File: src/rtl/mc_ctrl_if.sv
// mc_ctrl_if: bundle between the multicycle control unit and its datapath.
// Decode fields and the ALU zero flag travel from the datapath to the control
// unit. Every control strobe and the debug/status outputs travel back.
//   master : control unit side (drives strobes, reads op/funct/zero)
//   slave  : datapath/observer side
interface mc_ctrl_if;
  logic [5:0]  op_i;
  logic [5:0]  funct_i;
  logic        zero_i;
  logic        initial_sel;
  logic        PCWrite;
  logic        IorD;
  logic        MemWrite;
  logic        IRWrite;
  logic        RegDst;
  logic        MemtoReg;
  logic        RegWrite;
  logic        ALUSrcA;
  logic        PCSrc;
  logic [1:0]  ALUSrcB;
  logic [3:0]  ALUControl;
  logic [3:0]  state_o;
  logic        illegal_o;
  logic [31:0] instr_count_o;

  modport master (
    input  op_i, funct_i, zero_i,
    output initial_sel, PCWrite, IorD, MemWrite, IRWrite, RegDst, MemtoReg,
           RegWrite, ALUSrcA, PCSrc, ALUSrcB, ALUControl, state_o, illegal_o,
           instr_count_o
  );
  modport slave (
    output op_i, funct_i, zero_i,
    input  initial_sel, PCWrite, IorD, MemWrite, IRWrite, RegDst, MemtoReg,
           RegWrite, ALUSrcA, PCSrc, ALUSrcB, ALUControl, state_o, illegal_o,
           instr_count_o
  );
endinterface

File: src/rtl/mc_control_unit.sv
// mc_control_unit: multicycle MIPS control FSM.
// Ports:
//   clk, reset  : rising-edge clock, synchronous active-high reset
//   bus         : mc_ctrl_if.master (op/funct/zero in; strobes, state_o,
//                 illegal_o, instr_count_o out)
// Parameter INIT_CYCLES (1..15): cycles spent in INIT before the first FETCH.
// Optional feature: define MC_CU_INSTR_COUNT_EN for the retired-instruction
// counter; otherwise instr_count_o is tied to 0.
// Strobes are registered from the next state, so they change with state_o.
// The one exception is PCWrite in BRANCH, which follows zero_i directly.
module mc_control_unit #(
  parameter int unsigned INIT_CYCLES = 1
) (
  input logic      clk,
  input logic      reset,
  mc_ctrl_if.master bus
);
  typedef enum logic [3:0] {
    S_INIT = 4'd0, S_FETCH = 4'd1, S_DECODE = 4'd2, S_MEMADR = 4'd3,
    S_MEMRD = 4'd4, S_MEMWB = 4'd5, S_MEMWR = 4'd6, S_EXEC = 4'd7,
    S_ALUWB = 4'd8, S_BRANCH = 4'd9, S_ADDIEX = 4'd10, S_ADDIWB = 4'd11
  } state_t;

  typedef struct packed {
    logic       initial_sel;
    logic       pc_write;
    logic       iord;
    logic       mem_write;
    logic       ir_write;
    logic       reg_dst;
    logic       mem_to_reg;
    logic       reg_write;
    logic       alu_src_a;
    logic       pc_src;
    logic [1:0] alu_src_b;
    logic [3:0] alu_ctl;
  } ctrl_t;

  localparam logic [3:0] ALU_AND = 4'b0000, ALU_OR = 4'b0001, ALU_ADD = 4'b0010,
                         ALU_SUB = 4'b0110, ALU_SLT = 4'b0111, ALU_NOR = 4'b1100;
  localparam logic [3:0] INIT_LAST = 4'(INIT_CYCLES - 1);

  state_t     state, nxt;
  ctrl_t      ctl;
  logic [3:0] init_cnt;
  logic       illegal;
  logic       funct_ok;
  logic [3:0] funct_alu;
  logic       op_ok;

  always_comb begin
    funct_ok  = 1'b1;
    funct_alu = ALU_ADD;
    case (bus.funct_i)
      6'h20: funct_alu = ALU_ADD;
      6'h22: funct_alu = ALU_SUB;
      6'h24: funct_alu = ALU_AND;
      6'h25: funct_alu = ALU_OR;
      6'h27: funct_alu = ALU_NOR;
      6'h2A: funct_alu = ALU_SLT;
      default: funct_ok = 1'b0;
    endcase
  end

  always_comb begin
    op_ok = 1'b1;
    nxt   = state;
    case (state)
      S_INIT:   nxt = (init_cnt == INIT_LAST) ? S_FETCH : S_INIT;
      S_FETCH:  nxt = S_DECODE;
      S_DECODE: begin
        case (bus.op_i)
          6'h23, 6'h2B: nxt = S_MEMADR;
          6'h04:        nxt = S_BRANCH;
          6'h08:        nxt = S_ADDIEX;
          6'h00: begin
            nxt   = funct_ok ? S_EXEC : S_FETCH;
            op_ok = funct_ok;
          end
          default: begin
            nxt   = S_FETCH;
            op_ok = 1'b0;
          end
        endcase
      end
      S_MEMADR: nxt = (bus.op_i == 6'h2B) ? S_MEMWR : S_MEMRD;
      S_MEMRD:  nxt = S_MEMWB;
      S_EXEC:   nxt = S_ALUWB;
      S_ADDIEX: nxt = S_ADDIWB;
      default:  nxt = S_FETCH;  // MEMWB, MEMWR, ALUWB, BRANCH, ADDIWB, unused
    endcase
  end

  // Strobes for a state; alu_r is only consumed in EXEC.
  function automatic ctrl_t decode_out(state_t s, logic [3:0] alu_r);
    ctrl_t c;
    c = '0;
    c.initial_sel = (s != S_INIT);
    case (s)
      S_INIT:   c.pc_write = 1'b1;
      S_FETCH:  begin c.ir_write = 1'b1; c.pc_write = 1'b1;
                      c.alu_src_b = 2'b01; c.alu_ctl = ALU_ADD; end
      S_DECODE: begin c.alu_src_b = 2'b11; c.alu_ctl = ALU_ADD; end
      S_MEMADR, S_ADDIEX:
                begin c.alu_src_a = 1'b1; c.alu_src_b = 2'b10; c.alu_ctl = ALU_ADD; end
      S_MEMRD:  c.iord = 1'b1;
      S_MEMWB:  begin c.mem_to_reg = 1'b1; c.reg_write = 1'b1; end
      S_MEMWR:  begin c.iord = 1'b1; c.mem_write = 1'b1; end
      S_EXEC:   begin c.alu_src_a = 1'b1; c.alu_ctl = alu_r; end
      S_ALUWB:  begin c.reg_dst = 1'b1; c.reg_write = 1'b1; end
      S_BRANCH: begin c.alu_src_a = 1'b1; c.alu_ctl = ALU_SUB; c.pc_src = 1'b1; end
      S_ADDIWB: c.reg_write = 1'b1;
      default:  c = '0;
    endcase
    return c;
  endfunction

  always_ff @(posedge clk) begin
    if (reset) begin
      state    <= S_INIT;
      init_cnt <= '0;
      illegal  <= 1'b0;
      ctl      <= decode_out(S_INIT, ALU_ADD);
    end else begin
      state <= nxt;
      ctl   <= decode_out(nxt, funct_alu);
      if (state == S_INIT) init_cnt <= init_cnt + 4'd1;
      if (state == S_DECODE && !op_ok) illegal <= 1'b1;
    end
  end

`ifdef MC_CU_INSTR_COUNT_EN
  logic [31:0] icnt;
  logic        retire;
  assign retire = (nxt == S_FETCH) &&
                  (state == S_MEMWB || state == S_MEMWR || state == S_ALUWB ||
                   state == S_BRANCH || state == S_ADDIWB);
  always_ff @(posedge clk) begin
    if (reset)       icnt <= '0;
    else if (retire) icnt <= icnt + 32'd1;
  end
  assign bus.instr_count_o = icnt;
`else
  assign bus.instr_count_o = '0;
`endif

  assign bus.initial_sel = ctl.initial_sel;
  assign bus.PCWrite     = ctl.pc_write | ((state == S_BRANCH) & bus.zero_i);
  assign bus.IorD        = ctl.iord;
  assign bus.MemWrite    = ctl.mem_write;
  assign bus.IRWrite     = ctl.ir_write;
  assign bus.RegDst      = ctl.reg_dst;
  assign bus.MemtoReg    = ctl.mem_to_reg;
  assign bus.RegWrite    = ctl.reg_write;
  assign bus.ALUSrcA     = ctl.alu_src_a;
  assign bus.PCSrc       = ctl.pc_src;
  assign bus.ALUSrcB     = ctl.alu_src_b;
  assign bus.ALUControl  = ctl.alu_ctl;
  assign bus.state_o     = state;
  assign bus.illegal_o   = illegal;
endmodule

File: src/flat_wrapper.sv
// flat-port wrapper written by rule: the top's interface ports become plain ports
module mc_control_unit_flat 
#(
  parameter int unsigned INIT_CYCLES = 1
)
  (clk, reset, bus_op_i, bus_funct_i, bus_zero_i, bus_initial_sel, bus_PCWrite, bus_IorD, bus_MemWrite, bus_IRWrite, bus_RegDst, bus_MemtoReg, bus_RegWrite, bus_ALUSrcA, bus_PCSrc, bus_ALUSrcB, bus_ALUControl, bus_state_o, bus_illegal_o, bus_instr_count_o);
  mc_ctrl_if bus_i ();
  input logic clk;
  input logic reset;
  input wire logic [$bits(bus_i.op_i)-1:0] bus_op_i;
  input wire logic [$bits(bus_i.funct_i)-1:0] bus_funct_i;
  input wire logic [$bits(bus_i.zero_i)-1:0] bus_zero_i;
  output wire logic [$bits(bus_i.initial_sel)-1:0] bus_initial_sel;
  output wire logic [$bits(bus_i.PCWrite)-1:0] bus_PCWrite;
  output wire logic [$bits(bus_i.IorD)-1:0] bus_IorD;
  output wire logic [$bits(bus_i.MemWrite)-1:0] bus_MemWrite;
  output wire logic [$bits(bus_i.IRWrite)-1:0] bus_IRWrite;
  output wire logic [$bits(bus_i.RegDst)-1:0] bus_RegDst;
  output wire logic [$bits(bus_i.MemtoReg)-1:0] bus_MemtoReg;
  output wire logic [$bits(bus_i.RegWrite)-1:0] bus_RegWrite;
  output wire logic [$bits(bus_i.ALUSrcA)-1:0] bus_ALUSrcA;
  output wire logic [$bits(bus_i.PCSrc)-1:0] bus_PCSrc;
  output wire logic [$bits(bus_i.ALUSrcB)-1:0] bus_ALUSrcB;
  output wire logic [$bits(bus_i.ALUControl)-1:0] bus_ALUControl;
  output wire logic [$bits(bus_i.state_o)-1:0] bus_state_o;
  output wire logic [$bits(bus_i.illegal_o)-1:0] bus_illegal_o;
  output wire logic [$bits(bus_i.instr_count_o)-1:0] bus_instr_count_o;
  assign bus_i.op_i = bus_op_i;
  assign bus_i.funct_i = bus_funct_i;
  assign bus_i.zero_i = bus_zero_i;
  assign bus_initial_sel = bus_i.initial_sel;
  assign bus_PCWrite = bus_i.PCWrite;
  assign bus_IorD = bus_i.IorD;
  assign bus_MemWrite = bus_i.MemWrite;
  assign bus_IRWrite = bus_i.IRWrite;
  assign bus_RegDst = bus_i.RegDst;
  assign bus_MemtoReg = bus_i.MemtoReg;
  assign bus_RegWrite = bus_i.RegWrite;
  assign bus_ALUSrcA = bus_i.ALUSrcA;
  assign bus_PCSrc = bus_i.PCSrc;
  assign bus_ALUSrcB = bus_i.ALUSrcB;
  assign bus_ALUControl = bus_i.ALUControl;
  assign bus_state_o = bus_i.state_o;
  assign bus_illegal_o = bus_i.illegal_o;
  assign bus_instr_count_o = bus_i.instr_count_o;
  mc_control_unit #(.INIT_CYCLES(INIT_CYCLES)) u_core (.clk(clk), .reset(reset), .bus(bus_i));
endmodule
File: config.mk
export PLATFORM = sky130hd
export DESIGN_NAME = mc_control_unit_flat
export DESIGN_NICKNAME = d
export VERILOG_FILES = /design/src/rtl/mc_ctrl_if.sv /design/src/rtl/mc_control_unit.sv /design/src/flat_wrapper.sv
export SDC_FILE = /design/constraint.sdc
export NUM_CORES = 1
export LEC_CHECK = 0
export ABC_AREA = 1
export CAP_MARGIN = 20
export CORE_MARGIN = 2
export CORE_UTILIZATION = 41
export DETAILED_ROUTE_END_ITERATION = 10
export PLACE_DENSITY_LB_ADDON = 0.15
export SYNTH_ARGS = -nofsm -noshare
export SYNTH_HDL_FRONTEND = slang
export SYNTH_SLANG_ARGS = --single-unit
File: constraint.sdc
create_clock -name clk -period 2.2 [get_ports clk]
set_clock_uncertainty 0.2 [all_clocks]
set_input_delay 0.33 -clock clk [delete_from_list [all_inputs] [get_ports clk]]
set_output_delay 0.33 -clock clk [all_outputs]
set_load 0.1 [all_outputs]
==> flow_summary_export.csv <==
group,metric,value,unit
synthesis,synth_seq_cells,25,
global_routing,grt_pass1_wl,4470,um
clock_network,clk_root_buffer_cell,"clkbuf_4",
clock_network,cts_resized,0,
global_routing,grt_max_degree,14,
critical_path,r2r_end,"u_core.bus.ALUControl[1]",
finish,final_area,1740,sq um
finish,drive_above_1_share,18.4,%
critical_path,crit_start,"bus_op_i[3]",
clock_network,numClockSinks,25,
critical_path,critical_path_arrival,1.89,ns
drt,drt_wl_total,2710,um
global_routing,grt_overflow,0,
placed_design,dpl_cell_area,1710,sq um
critical_path,slowest_stage,"clkdlybuf4s50_1",
timing,finalCritPeriodShare,85.2,%
timing,fmax,0.534,GHz
drt,firstDrtPassIters,4,
clock_network,tritoncts,"built",
synthesis,syn-instance-count,211,
finish,finalCoreUtilization,50.8,%
placed_design,gp_congestion,0.850,
power,irDropWorstVdd,715,uV
critical_path,cp-start-kind,"input port",
drt,viasPerCell,4.19,
floorplan,dieWidth,64.2,um
finish,fin_cells,291,
power,p_per_area,1220,nW/um^2
critical_path,rrSetupSlack,0.40,ns
floorplan,io_pins,68,
finish,num_antenna_cells,0,
run,cap_violations,0,
global_routing,antenna_found_initial,0,
critical_path,cp.required,2.22,ns
drt,antenna_left,0,
critical_path,path_cells,"clkdlybuf4s50_1 > inv_1 > nor2_1 > nand3_1 > nand2_1 > inv_1 > nand2_1 > nand2_1 > nand2_1 > inv_1 > nand3_1 > nand2_1 > nor2_1 > nor2_1",
finish,nets,263,
floorplan,die_y,64.2,um
critical_path,crit_path_max_incr_delay,0.50,ns
finish,syn2layout_area_growth,16.8,%
drt,first_iter_violations,35,
clock_network,cts_buffer_depth,2,
min_path,hold_path_class,"register to register",
floorplan,fp.coreArea,3420,sq um
timing,maxSlewViolCount,0,
synthesis,seq_area_frac_synth,33.7,%
clock_network,clk_latency,0.31,ns
drt,num_vias,1218,
critical_path,critPathTopFamily,"simple AND/OR/NAND/NOR gates",
synthesis,syn_area,1490,sq um
synthesis,yosys_warnings,0,
synthesis,synthDistinctLibCells,29,
critical_path,crit_type,"input port to register",
timing,finalHoldViolations,0,
critical_path,crit_path_end,"u_core.bus.ALUSrcA",
critical_path,reg2reg_from,"u_core.init_cnt[1]",
placed_design,dpl.hpwl,2270,um
critical_path,worst-path-buf-inv,4,
power,power.leakage,0.925,nW
timing,finalSetupViolCount,0,
drt,drc,0,
floorplan,die-area,4120,sq um
clock_network,postCtsSetupRepairBufs,0,
timing,rsz0062_at_grt,"false",
critical_path,reg2reg_depth,12,
clock_network,holdBufCountCts,0,
clock_network,h-tree-depth,1,
drt,post_drt_wl_per_cell,9.33,um
power,total_power,2.12,mW
placed_design,dpl.cell_count,287,
timing,fin_crit,1.87,ns
clock_network,clkTransAtPathRegs,0.12,ns
global_routing,grt_pass1_vias,1084,
critical_path,setup.worst_path.end_class,"register",
floorplan,initial_core_util,43.5,%
critical_path,cpMostUsedCell,"nand2_1",
placed_design,io_buffers,35,
floorplan,floorplan.rows,21,
run_status,status,"finished clean",
finish,nFillCells,377,
clock_network,numCtsBuffers,3,
critical_path,cp_max_fo,4,
synthesis,syn_avg_cell_area,7.04,sq um
critical_path,path_depth,14,
global_routing,grt_util_all_layers,13.7,%
timing,tns,0,ns
-- how the worst min path moves through the flow --
| stage | start | end | slack [ns] | cells past startpoint |
|---|---|---|---|---|
| final | u_core.bus.illegal_o | u_core.bus.illegal_o | 0.27 | 2 |
| after floorplan | reset | u_core.bus.state_o[3] | 0.19 | 1 |
| after CTS | u_core.bus.illegal_o | u_core.bus.illegal_o | 0.27 | 2 |
| after global placement | u_core.bus.illegal_o | u_core.bus.illegal_o | 0.25 | 2 |
| after global routing | u_core.bus.illegal_o | u_core.bus.illegal_o | 0.31 | 2 |
| after detailed placement | u_core.bus.illegal_o | u_core.bus.illegal_o | 0.25 | 2 |
-- cell type report --
class                      instances  area [sq um]  share of cell area (%)
multi-input combinational        144           686                    39.5
sequential                        25           505                    29.1
timing repair buffer              38           333                    19.2
inverter                          34           128                    7.35
tap                               46          57.6                    3.32
clock buffer                       4          26.3                    1.51
-- layer usage --
layer / track usage, % / vias up / wire length, um
li1: - / 656 / -
met1: 16.3 / 515 / 1250
met2: 23.3 / 43 / 1230
met3: 3.52 / 4 / 198
met4: 5.32 / 0 / 38
met5: 0 / - / 0
-- metrics by stage --
step           hold WS (ns)  setup WS [ns]
2_1_floorplan         0.195          0.197
3_3_place_gp          0.246       -0.00235
3_5_place_dp          0.249         0.0103
4_1_cts               0.268          0.316
5_1_grt               0.314          0.114
6_report              0.267          0.326
-- placed cells by master (no fill, tap or decap), types with 3 or more instances in the layout --
cell	instances
nand2_1	34
a21oi_1	6
nor3_1	3
nand4_1	4
conb_1	32
nor2_1	26
inv_1	30
dfxtp_1	21
dfxtp_2	4
buf_4	23
inv_2	4
clkdlybuf4s50_1	14
clkbuf_4	3
a31oi_1	3
nand3_1	17
nor2_2	3
-- cell families after synthesis --
group	Yosys count	synth area share [%]
adders and majority gates	2	1.68
other	1	0.252
xor gates and xnor gates	1	0.590
DFF	25	33.7
AOI/OAI and AO/OA	15	6.23
buffers and inverters	73	28.1
and+or+nand+nor	94	29.5
-- cells in the mapped netlist --
library cell / number / area (sq um)
buf_4: 38 / 285
inv_2: 4 / 15.0
nand3_2: 1 / 10.0
ha_1: 2 / 25.0
clkbuf_1: 1 / 3.75
a41o_1: 1 / 10.0
o22ai_1: 1 / 6.26
nor3_1: 3 / 15.0
nand2_2: 1 / 6.26
nor3_4: 1 / 16.3
nand4_1: 4 / 25.0
o21ai_0: 1 / 5.00
xor2_1: 1 / 8.76
o21ai_1: 1 / 5.00
dfxtp_1: 25 / 500
or2_1: 1 / 6.26
nor2_1: 26 / 97.6
nand2_1: 34 / 128
inv_1: 30 / 113
nor2_2: 3 / 18.8
a31oi_1: 3 / 18.8
nand2_4: 1 / 11.3
a21oi_1: 6 / 30.0
nor3b_1: 1 / 7.51
a221oi_1: 1 / 8.76
conb_1: 1 / 3.75
a21oi_2: 1 / 8.76
nor2_4: 1 / 11.3
nand3_1: 17 / 85.1
-- sequential cells by signal, indices dropped and copies added (netlist names) --
name	count
u_core.bus.PCSrc	1
u_core.bus.RegWrite	1
u_core.ctl	1
u_core.bus.ALUSrcA	1
u_core.bus.RegDst	1
u_core.bus.MemtoReg	1
u_core.bus.IRWrite	1
u_core.bus.MemWrite	1
u_core.init_cnt	4
u_core.bus.state_o	4
u_core.bus.ALUSrcB	2
u_core.bus.IorD	1
u_core.bus.illegal_o	1
u_core.bus.initial_sel	1
u_core.bus.ALUControl	4
-- report_power, final --
group,total (mW),switching (mW),internal [mW],leakage [nW]
sequential,0.607,0.0606,0.547,0.206
combinational,1.31,1.04,0.269,0.704
clock,0.199,0.128,0.0710,0.0150
total,2.12,1.23,0.887,0.925
-- worst min-delay path: cells and delay by family (launching register included) --
family | cells | cell delay, ns
AOI/OAI and AO/OA | 1 | 0.05
buffers and inverters | 1 | 0.05
DFF | 1 | 0.34
No activity file was read; power rests on OpenSTA's default activity.
